<file path="config.mk">
export PLATFORM = sky130hd
export DESIGN_NAME = ext_mailbox
export DESIGN_NICKNAME = d
export VERILOG_FILES = /design/src/rtl/ext_mailbox_pkg.sv /design/src/rtl/mbox_fifo.sv /design/src/rtl/ext_mailbox.sv
export SDC_FILE = /design/constraint.sdc
export NUM_CORES = 1
export LEC_CHECK = 0
export ABC_AREA = 1
export BUFFER_PORTS_ARGS = -buffer_cell sky130_fd_sc_hd__buf_4
export CAP_MARGIN = 20
export CORE_ASPECT_RATIO = 0.9
export CORE_UTILIZATION = 46
export CTS_CLUSTER_DIAMETER = 50
export DETAILED_ROUTE_END_ITERATION = 6
export PLACE_DENSITY_LB_ADDON = 0.25
export SLEW_MARGIN = 25
export SYNTH_ARGS = -nofsm -noshare
export SYNTH_HDL_FRONTEND = slang
export SYNTH_SLANG_ARGS = --single-unit
</file>
<file path="constraint.sdc">
create_clock -name clk -period 3.1 [get_ports clk]
set_input_delay 0.62 -clock clk [delete_from_list [all_inputs] [get_ports clk]]
set_output_delay 0.62 -clock clk [all_outputs]
set_load 0.03 [all_outputs]
</file>
<file path="src/rtl/ext_mailbox_pkg.sv">
// Shared constants for the external byte mailbox: register offsets,
// STAT/IEN bit positions, the decoded CPU write strobes and a count helper.
package ext_mailbox_pkg;

  // Register offsets (CPU_AB[1:0])
  localparam logic [1:0] REG_DATA = 2'd0;
  localparam logic [1:0] REG_STAT = 2'd1;
  localparam logic [1:0] REG_IEN  = 2'd2;
  localparam logic [1:0] REG_CNT  = 2'd3;

  // STAT bit positions
  localparam int STAT_RX_NOT_EMPTY = 0;  // read; write 1 pops RX
  localparam int STAT_TX_NOT_FULL  = 1;
  localparam int STAT_TX_EMPTY     = 2;
  localparam int STAT_TX_OVF       = 3;  // read; write 1 clears
  localparam int STAT_IRQ          = 7;

  // IEN bit positions
  localparam int IEN_RX  = 0;
  localparam int IEN_TXE = 1;

  // One-hot-ish decode of a CPU write cycle
  typedef struct packed {
    logic tx_push;
    logic rx_pop;
    logic ovf_clr;
    logic ien_wr;
  } wr_strobe_t;

  // Clamp an occupancy count into the 4-bit CNT nibble
  function automatic logic [3:0] sat_nibble(input int c);
    return (c > 15) ? 4'hF : 4'(c);
  endfunction

endpackage

</file>
<file path="src/rtl/mbox_fifo.sv">
// Byte FIFO with first-word-fall-through read port. A push while full is
// accepted only when a pop happens on the same edge; a pop while empty is
// ignored. count_next exposes the post-edge occupancy for registered flags.
module mbox_fifo #(
  parameter int DEPTH = 16,
  parameter int AW    = 4
) (
  input  logic          clk,
  input  logic          reset,
  input  logic          push,
  input  logic          pop,
  input  logic [7:0]    wdata,
  output logic [7:0]    rdata,
  output logic          empty,
  output logic          full,
  output logic [AW:0]   count,
  output logic [AW:0]   count_next
);

  localparam logic [AW:0]   FULL_COUNT = (AW+1)'(DEPTH);
  localparam logic [AW:0]   CNT_ONE    = 1;
  localparam logic [AW-1:0] PTR_ONE    = 1;

  logic [7:0]    mem_q [DEPTH];
  logic [AW-1:0] wr_ptr_q, wr_ptr_d;
  logic [AW-1:0] rd_ptr_q, rd_ptr_d;
  logic [AW:0]   count_q, count_d;
  logic          do_push, do_pop;

  assign empty      = (count_q == '0);
  assign full       = (count_q == FULL_COUNT);
  assign count      = count_q;
  assign count_next = count_d;
  assign rdata      = mem_q[rd_ptr_q];

  // Qualify push/pop against occupancy and compute next pointers and count
  always_comb begin
    do_pop   = pop & ~empty;
    do_push  = push & (~full | do_pop);
    wr_ptr_d = do_push ? (wr_ptr_q + PTR_ONE) : wr_ptr_q;
    rd_ptr_d = do_pop  ? (rd_ptr_q + PTR_ONE) : rd_ptr_q;
    case ({do_push, do_pop})
      2'b10:   count_d = count_q + CNT_ONE;
      2'b01:   count_d = count_q - CNT_ONE;
      default: count_d = count_q;
    endcase
  end

  // Pointer and count registers
  always_ff @(posedge clk or posedge reset) begin
    if (reset) begin
      wr_ptr_q <= '0;
      rd_ptr_q <= '0;
      count_q  <= '0;
    end else begin
      wr_ptr_q <= wr_ptr_d;
      rd_ptr_q <= rd_ptr_d;
      count_q  <= count_d;
    end
  end

  // Storage array; contents need no reset since count gates visibility
  always_ff @(posedge clk) begin
    if (do_push) mem_q[wr_ptr_q] <= wdata;
  end

endmodule

</file>
<file path="src/rtl/ext_mailbox.sv">
// Memory-mapped byte mailbox on the 6502 external page-3 bus. The CPU
// pushes bytes into a TX FIFO drained by the host and reads bytes the host
// pushed into an RX FIFO. dout is registered every cycle from addr.
//
// Stream handshakes (both directions): a byte transfers on a rising clk
// edge where valid and ready are both high; valid must not depend on ready.
// tx_valid is simply "TX not empty" and rx_ready is "RX not full", both
// taken from pre-edge state.
module ext_mailbox
  import ext_mailbox_pkg::*;
#(
  parameter int DEPTH = 16,
  parameter int AW    = 4
) (
  input  logic       clk,
  input  logic       reset,
  input  logic       cs,
  input  logic       we,
  input  logic [1:0] addr,
  input  logic [7:0] din,
  output logic [7:0] dout,
  output logic       irq,
  output logic [7:0] tx_data,
  output logic       tx_valid,
  input  logic       tx_ready,
  input  logic [7:0] rx_data,
  input  logic       rx_valid,
  output logic       rx_ready
);

  wr_strobe_t  strobe;
  logic        tx_pop, rx_push;
  logic        tx_empty, tx_full, rx_empty, rx_full;
  logic [7:0]  rx_head;
  logic [AW:0] tx_count, tx_count_next, rx_count, rx_count_next;

  logic [7:0]  dout_q, dout_d;
  logic        irq_q, irq_d;
  logic        tx_ovf_q, tx_ovf_d;
  logic [1:0]  irq_en_q, irq_en_d;

  assign tx_valid = ~tx_empty;
  assign rx_ready = ~rx_full;
  assign tx_pop   = tx_valid & tx_ready;
  assign rx_push  = rx_valid & rx_ready;
  assign dout     = dout_q;
  assign irq      = irq_q;

  mbox_fifo #(.DEPTH(DEPTH), .AW(AW)) u_tx_fifo (
    .clk        (clk),
    .reset      (reset),
    .push       (strobe.tx_push),
    .pop        (tx_pop),
    .wdata      (din),
    .rdata      (tx_data),
    .empty      (tx_empty),
    .full       (tx_full),
    .count      (tx_count),
    .count_next (tx_count_next)
  );

  mbox_fifo #(.DEPTH(DEPTH), .AW(AW)) u_rx_fifo (
    .clk        (clk),
    .reset      (reset),
    .push       (rx_push),
    .pop        (strobe.rx_pop),
    .wdata      (rx_data),
    .rdata      (rx_head),
    .empty      (rx_empty),
    .full       (rx_full),
    .count      (rx_count),
    .count_next (rx_count_next)
  );

  // Decode CPU write cycles into per-register strobes
  always_comb begin
    strobe         = '0;
    strobe.tx_push = cs & we & (addr == REG_DATA);
    strobe.rx_pop  = cs & we & (addr == REG_STAT) & din[STAT_RX_NOT_EMPTY];
    strobe.ovf_clr = cs & we & (addr == REG_STAT) & din[STAT_TX_OVF];
    strobe.ien_wr  = cs & we & (addr == REG_IEN);
  end

  // Next-state for the sticky overflow flag, interrupt enables and irq;
  // a fresh overflow outranks a clear on the same edge
  always_comb begin
    tx_ovf_d = (tx_ovf_q & ~strobe.ovf_clr) |
               (strobe.tx_push & tx_full & ~tx_pop);
    irq_en_d = strobe.ien_wr ? din[1:0] : irq_en_q;
    irq_d    = (irq_en_d[IEN_RX]  & (rx_count_next != '0)) |
               (irq_en_d[IEN_TXE] & (tx_count_next == '0));
  end

  // Read mux from pre-edge state; reads have no side effects
  always_comb begin
    dout_d = '0;
    case (addr)
      REG_DATA: dout_d = rx_empty ? 8'h00 : rx_head;
      REG_STAT: begin
        dout_d[STAT_RX_NOT_EMPTY] = ~rx_empty;
        dout_d[STAT_TX_NOT_FULL]  = ~tx_full;
        dout_d[STAT_TX_EMPTY]     = tx_empty;
        dout_d[STAT_TX_OVF]       = tx_ovf_q;
        dout_d[STAT_IRQ]          = irq_q;
      end
      REG_IEN:  dout_d = {6'b0, irq_en_q};
      REG_CNT:  dout_d = {sat_nibble(int'(rx_count)), sat_nibble(int'(tx_count))};
      default:  dout_d = '0;
    endcase
  end

  // Control and read-data registers
  always_ff @(posedge clk or posedge reset) begin
    if (reset) begin
      dout_q   <= '0;
      irq_q    <= 1'b0;
      tx_ovf_q <= 1'b0;
      irq_en_q <= '0;
    end else begin
      dout_q   <= dout_d;
      irq_q    <= irq_d;
      tx_ovf_q <= tx_ovf_d;
      irq_en_q <= irq_en_d;
    end
  end

endmodule

</file>
; Word level (Yosys, flattened, before mapping)
; Memories as Yosys holds them, arrays and structs flattened.
; Cells that the tools add are included.
[op_classes]
n_reduce_logical = 5
add_sub_neg = 8
n_mux = 13
bitwise_logic = 27
n_eq_ne = 9
n_lt_le_gt_ge = 2
[op_table]
columns = cell, n
row1 = case mux 5 bit (2 select lines), 2
row2 = bitwise AND 1 bit, 17
row3 = adder 4 x 1 -> 4 bit (second input constant), 4
row4 = case mux 4 bit (4 select lines), 1
row5 = zero test 5 bit, 3
row6 = adder 5 x 1 -> 5 bit (second input constant), 2
row7 = == test 5 bit (second input constant), 2
row8 = greater-than comparator 5 x 4 -> 1 bit (second input constant), 2
row9 = subtractor 5 x 1 -> 5 bit (second input constant), 2
row10 = == test 2 bit (second input constant), 4
row11 = 2-to-1 mux 4 bit, 2
row12 = 2-to-1 mux 8 bit, 1
row13 = == test 2 x 1 -> 1 bit (second input constant), 3
row14 = NOT 1 bit, 6
row15 = case mux 3 bit (2 select lines), 1
row16 = nonzero test 5 bit, 1
row17 = 2-to-1 mux 1 bit, 4
row18 = OR 1 bit, 4
row19 = case mux 1 bit (4 select lines), 1
row20 = zero test 2 bit, 1
row21 = 2-to-1 mux 2 bit, 1
[word_totals]
mem_count = 2
mem_bits_rw = 256
register_bits = 38
[mem_list]
columns = name, words, width, rd, rd_clocked_by_memory_dff, write_ports, line_no
row1 = u_rx_fifo.mem_q, 16, 8, 1, 0, 1, mbox_fifo.sv:24  ; logic [7:0] mem_q [DEPTH];
row2 = u_tx_fifo.mem_q, 16, 8, 1, 0, 1, mbox_fifo.sv:24

; Logic depth before layout (Yosys ltp)
[depth]
word_depth = 11
depth_mapped = 20
mapped_depth_nobuf = 19

; Modules after synthesis
; A second synthesis with hierarchy kept.
[unflattened]
hier_cells = 1123
area_unflattened_um2 = 12927.4
[modules_own_cells]
columns = mod, cells_per_inst, area_per_inst_um2, instances
row1 = mbox_fifo, 511, 6108.4, 2
row2 = ext_mailbox, 101, 710.7, 1

; Least setup slack after synthesis
; Ideal clock, no wire load.
[synth_timing]
kind = input -> register
startpoint = in addr[1]
endpoint = reg irq_q, in the netlist irq
path_slack_ns = 0.309
t_arrival_ns = 2.670
cell_stages = 15
cell_sequence = inv_1 > ha_1 > nand3_1 > nor2_1 > nand2_1 > inv_1 > ha_1 > fa_1 > or2_2 > o21ai_0 > inv_1 > nor3_1 > nand3_1 > nand2_1 > o21ai_1
[synth_via]
elab_chain_len = 11
word_cells_on_any_way = 23
cone_classes = 6 x eq/ne / 3 x mux / 11 x bitwise / 3 x reduce/logical
[synth_rtl]
columns = item, line_no
row1 = start: declaration, ext_mailbox.sv:19  ; input logic [1:0] addr,
row2 = == test 2 x 1 -> 1 bit (*), ext_mailbox.sv:79  ; strobe.rx_pop = cs & we & (addr == REG_STAT) & din[STAT_RX_NOT_EMPTY];
row3 = bitwise AND 1 bit (*) (2 in a row), ext_mailbox.sv:79
row4 = bitwise AND 1 bit (*), mbox_fifo.sv:38  ; do_pop = pop & ~empty;
row5 = named net u_rx_fifo.do_pop, mbox_fifo.sv:28  ; logic do_push, do_pop;
row6 = OR 1 bit, mbox_fifo.sv:39  ; do_push = push & (~full | do_pop);
row7 = bitwise AND 1 bit, mbox_fifo.sv:39
row8 = == test 2 x 1 -> 1 bit or == test 2 bit (tied branches), mbox_fifo.sv:42  ; case ({do_push, do_pop})
row9 = case mux 5 bit (2 select lines) (*), mbox_fifo.sv:42
row10 = named net rx_count_next[1], ext_mailbox.sv:35  ; logic [AW:0] tx_count, tx_count_next, rx_count, rx_count_next;
row11 = nonzero test 5 bit (*), ext_mailbox.sv:90  ; irq_d = (irq_en_d[IEN_RX] & (rx_count_next != '0)) |
row12 = bitwise AND 1 bit (*), ext_mailbox.sv:90
row13 = OR 1 bit (*), ext_mailbox.sv:90
row14 = named net irq_d, ext_mailbox.sv:38  ; logic irq_q, irq_d;
row15 = end signal: assignment, ext_mailbox.sv:121  ; irq_q <= irq_d;
row16 = end: declaration, ext_mailbox.sv:38
; The timed path passes the listed nets; every way through them passes the cells marked *.
; A chain may end at the register's enable or synchronous reset.

; Worst setup path in the final report
[layout_timing]
startpoint = reg u_tx_fifo.rd_ptr_q[1]
endpoint = out tx_data[7]
[layout_via]
elab_chain_len = 1
[layout_rtl]
columns = item, line_no
row1 = start: declaration, mbox_fifo.sv:26  ; logic [AW-1:0] rd_ptr_q, rd_ptr_d;
row2 = start signal: assignment, mbox_fifo.sv:57  ; rd_ptr_q <= rd_ptr_d;
row3 = memory read (16 x 8 bit), -
row4 = end: declaration, ext_mailbox.sv:23  ; output logic [7:0] tx_data,
; Every way passes these cells.

==> summary.txt <==
Global routing
  – Total routing usage reported by global routing: 0.204
  – Global-route wire length before repair: 43900 um
  – Number of global-route vias before repair: 7934
  – Pin count of the biggest net entering global routing: 76
  – Initial antenna violation count: 0
  – Global-route congestion overflow total: 0

Logic synthesis
  – Post-synthesis cell count: 1090
  – Cell area after synthesis: 0.0125 mm2
  – Post-synthesis cell type with the largest combined area: sky130_fd_sc_hd__edfxtp_1
  – Most common library cells after synthesis: sky130_fd_sc_hd__edfxtp_1 (256), sky130_fd_sc_hd__nor2_1 (207), sky130_fd_sc_hd__nand2_1 (164)
  – Async SR Flop Fraction: 0.129
  – Net Count, Synth: 1136
  – Flip-flop cell with the highest count after synthesis: sky130_fd_sc_hd__edfxtp_1
  – Number of distinct library cells after synthesis: 33
  – Sequential element share of the synthesized area: 0.689
  – Number of warnings printed during yosys synthesis: 0
  – Number of storage elements in the synthesis netlist: 294
  – Area share of the largest cell type after synthesis: 0.613
  – Dominant cell by count in the synthesized netlist: sky130_fd_sc_hd__edfxtp_1
  – Number of enable-type register cells in the synthesized netlist: 256
  – Syn_area_per_cell: 11.5 um2
  – Largest cells by area after synthesis: sky130_fd_sc_hd__edfxtp_1 (61%), sky130_fd_sc_hd__dfrtp_1 (7.6%), sky130_fd_sc_hd__nor2_1 (6.2%), sky130_fd_sc_hd__nand2_1 (4.9%), sky130_fd_sc_hd__o21ai_0 (4.9%)

Floorplan
  – CORE AREA: 0.0264 mm2
  – Die Area: 0.0279 mm2
  – Initial Utilization: 0.475
  – Vert. Die Dim: 159 um
  – Placement Rows: 56
  – Number of ports placed on the die boundary: 43
  – Horizontal extent of the die: 176 um

Timing
  – Pins over their slew limit: 0
  – Worst slew pin tran: 0.926 ns
  – Final setup violation count: 0
  – Relative slew slack: 0.380
  – Setup TNS Final: 0 ns
  – Final clock skew: 0.0146 ns
  – Setup repair after global routing missed its margin: false
  – Post-route clock period utilization: 0.944
  – Highest attainable clock frequency: 342 MHz
  – Count of final hold-check violations: 0
  – Time the final worst path needs with I/O delays and setup: 2.93 ns

Place
  – IO buf count: 42
  – Routability-driven placement congestion ratio: 0.832
  – DP HPWL: 16700 um

Critical path
  – Capture point of the worst path: tx_data[7]
  – Critical setup path kind: register to output pin
  – Origin of the worst setup path: u_tx_fifo.rd_ptr_q[1]
  – Register-to-register setup slack: 0.40 ns
  – Setup crit start kind: register
  – Maximum net fanout on the critical path: 35
  – R2r worst-path depth: 15
  – Sort of element at the end of the critical path: output pin
  – Origin of the critical flop-to-flop path: u_rx_fifo.count[2]
  – Worst Path Arrival: 2.31 ns
  – Terminus of the critical flop-to-flop path: irq
  – Worst EP required: 2.48 ns

Layout
  – Area of the multi-input gates: 0.00339 mm2
  – Number of nets in the final layout: 1199
  – Share of final-layout standard cells stronger than drive strength 1: 0.120
  – Footprint of the flip-flops and latches: 0.00864 mm2
  – Antenna diode count: 0
  – Fraction of the core area covered by cells at the end of the flow: 0.542
  – Filler cell count in the final layout: 2229
  – Area grow syn2layout: 14.1%

CTS
  – TritonCTS clock tree: done
  – Number of buffers inserted for hold repair after clock tree synthesis: 0
  – Cts repair resizes: 1
  – Number of clock sinks seen by CTS: 294
  – Clk_lat worst skew: 0.56 ns
  – H-tree level count: 1
  – Maximum clock insertion buffer count: 3
  – Clock-pin slew reported for the worst setup and hold paths after clock tree synthesis: 0.06 ns
  – Clock buffers created by TritonCTS: 31
  – Number of setup buffers added after CTS: 0
  – Root cell of the clock tree: sky130_fd_sc_hd__clkbuf_16

Drt
  – Detailed Routing Iterations Pass 1: 5
  – Antenna Violating Nets Remaining: 0
  – Violation count after the first detailed-routing iteration: 824
  – Via count normalized by instance count: 5.37
  – Vias: 8169
  – Post-route DRC: 0
  – Average wire per cell in the routed design: 18.2 um
  – Routed Wire Length: 27700 um

Worst hold path
  – Hold crit path type: primary input to asynchronous set/reset pin

Power
  – Internal power of the cells: 8270 uW
  – Power per cell area: 913 mW/mm2
  – Sw Ratio: 0.367
  – NetSw: 4800 uW
  – Part of the total power dissipated in combinational logic: 0.334
  – Leakage dissipation: 0.00536 uW
  – Relative contribution of the clock network to total power: 0.276
  – Register share of total power: 0.390
  – Largest vdd supply drop: 0.000722 V

Status
  – Result of the run: complete, no violations

Flow run
  – Max-cap viol count: 0
-- metal layers --
metal	track usage	up-vias	routed length, um
met5	0	-	0
met4	0.0663	0	707
met3	0.0277	48	1700
met2	0.328	250	13000
met1	0.288	3941	12300
li1	-	3930	-
-- worst min-delay path by stage --
stage,cells after the start,slack [ns],startpoint,endpoint
after floorplan,2,0.47,tx_ovf_q,tx_ovf_q
after global placement,1,0.52,u_rx_fifo.wr_ptr_q[3],u_rx_fifo.wr_ptr_q[3]
after detailed placement,2,0.51,tx_ovf_q,tx_ovf_q
after CTS,2,0.17,reset,u_tx_fifo.count[2]
after global routing,2,0.16,reset,u_tx_fifo.count[2]
final,2,0.12,reset,dout[0]
-- per-stage QoR --
stage               total power, uW  std cells  instance area [um2]  hold WS, ns  setup slack, ns
finish                        13100       1521                14300        0.121            0.175
global route                  13800       1521                14300        0.158           0.0182
CTS                           13200       1521                14300        0.170           0.0960
detailed placement             9530       1468                13300        0.510           0.0882
global placement               9470       1468                13300        0.518            0.149
floorplan                      8200       1090                12500        0.473            0.309
-- cells in the final DEF, fill, tap and decap left out, types with 3 or more instances in the layout --
cell                        count
sky130_fd_sc_hd__buf_12         3
sky130_fd_sc_hd__clkinv_2       3
sky130_fd_sc_hd__clkinv_1       7
sky130_fd_sc_hd__inv_2          5
sky130_fd_sc_hd__xor2_1        15
sky130_fd_sc_hd__nand2_1      164
sky130_fd_sc_hd__bufinv_16      4
sky130_fd_sc_hd__o21ai_0      122
sky130_fd_sc_hd__dfrtp_1       36
sky130_fd_sc_hd__o211ai_1      54
sky130_fd_sc_hd__nor2_1       207
sky130_fd_sc_hd__a21oi_1        7
sky130_fd_sc_hd__buf_4         78
sky130_fd_sc_hd__ha_1          21
sky130_fd_sc_hd__nor2_2         4
sky130_fd_sc_hd__clkbuf_16     31
sky130_fd_sc_hd__clkbuf_1       6
sky130_fd_sc_hd__nand3_1       64
sky130_fd_sc_hd__inv_1         50
sky130_fd_sc_hd__o21ai_1       13
sky130_fd_sc_hd__edfxtp_1     256
-- power by group through the flow --
stage	clock network [uW]	registers, uW	logic (uW)
global placement	0	5160	4310
CTS	3670	5090	4400
finish	3610	5090	4370
detailed placement	0	5160	4370
floorplan	0	5040	3170
global route	3810	5140	4890
-- layout make-up --
cell class	count	share of cell area
clock inverters	16	0.0128
multi-input cells	688	0.237
clock buffers	37	0.0557
well taps	348	0.0304
flip-flops and latches	294	0.604
inverters	56	0.0147
repair buffers	82	0.0459
-- state kept, by name (all words and copies together), names as in the netlist --
register / count
dout: 8
irq: 1
irq_en_q: 2
tx_ovf_q: 1
u_rx_fifo.count: 5
u_rx_fifo.mem_q: 128
u_rx_fifo.rd_ptr_q: 4
u_rx_fifo.wr_ptr_q: 4
u_tx_fifo.count: 5
u_tx_fifo.mem_q: 128
u_tx_fifo.rd_ptr_q: 4
u_tx_fifo.wr_ptr_q: 4
-- logic make-up after synthesis --
group	Yosys count	synth area share
fa+ha+maj	22	0.0225
compound gates	199	0.0907
xor+xnor	17	0.0119
simple gates	450	0.145
flops	294	0.689
buf+inv	108	0.0411
-- critical path, cell delays in order, from the launching register on --
cell,delay [ns]
sky130_fd_sc_hd__dfrtp_4,0.68
sky130_fd_sc_hd__buf_12,0.25
sky130_fd_sc_hd__o21ai_0,0.11
sky130_fd_sc_hd__o211ai_1,0.28
sky130_fd_sc_hd__nand3_1,0.14
sky130_fd_sc_hd__nand2_1,0.11
sky130_fd_sc_hd__buf_4,0.16
(Power assumes the default switching activity.)
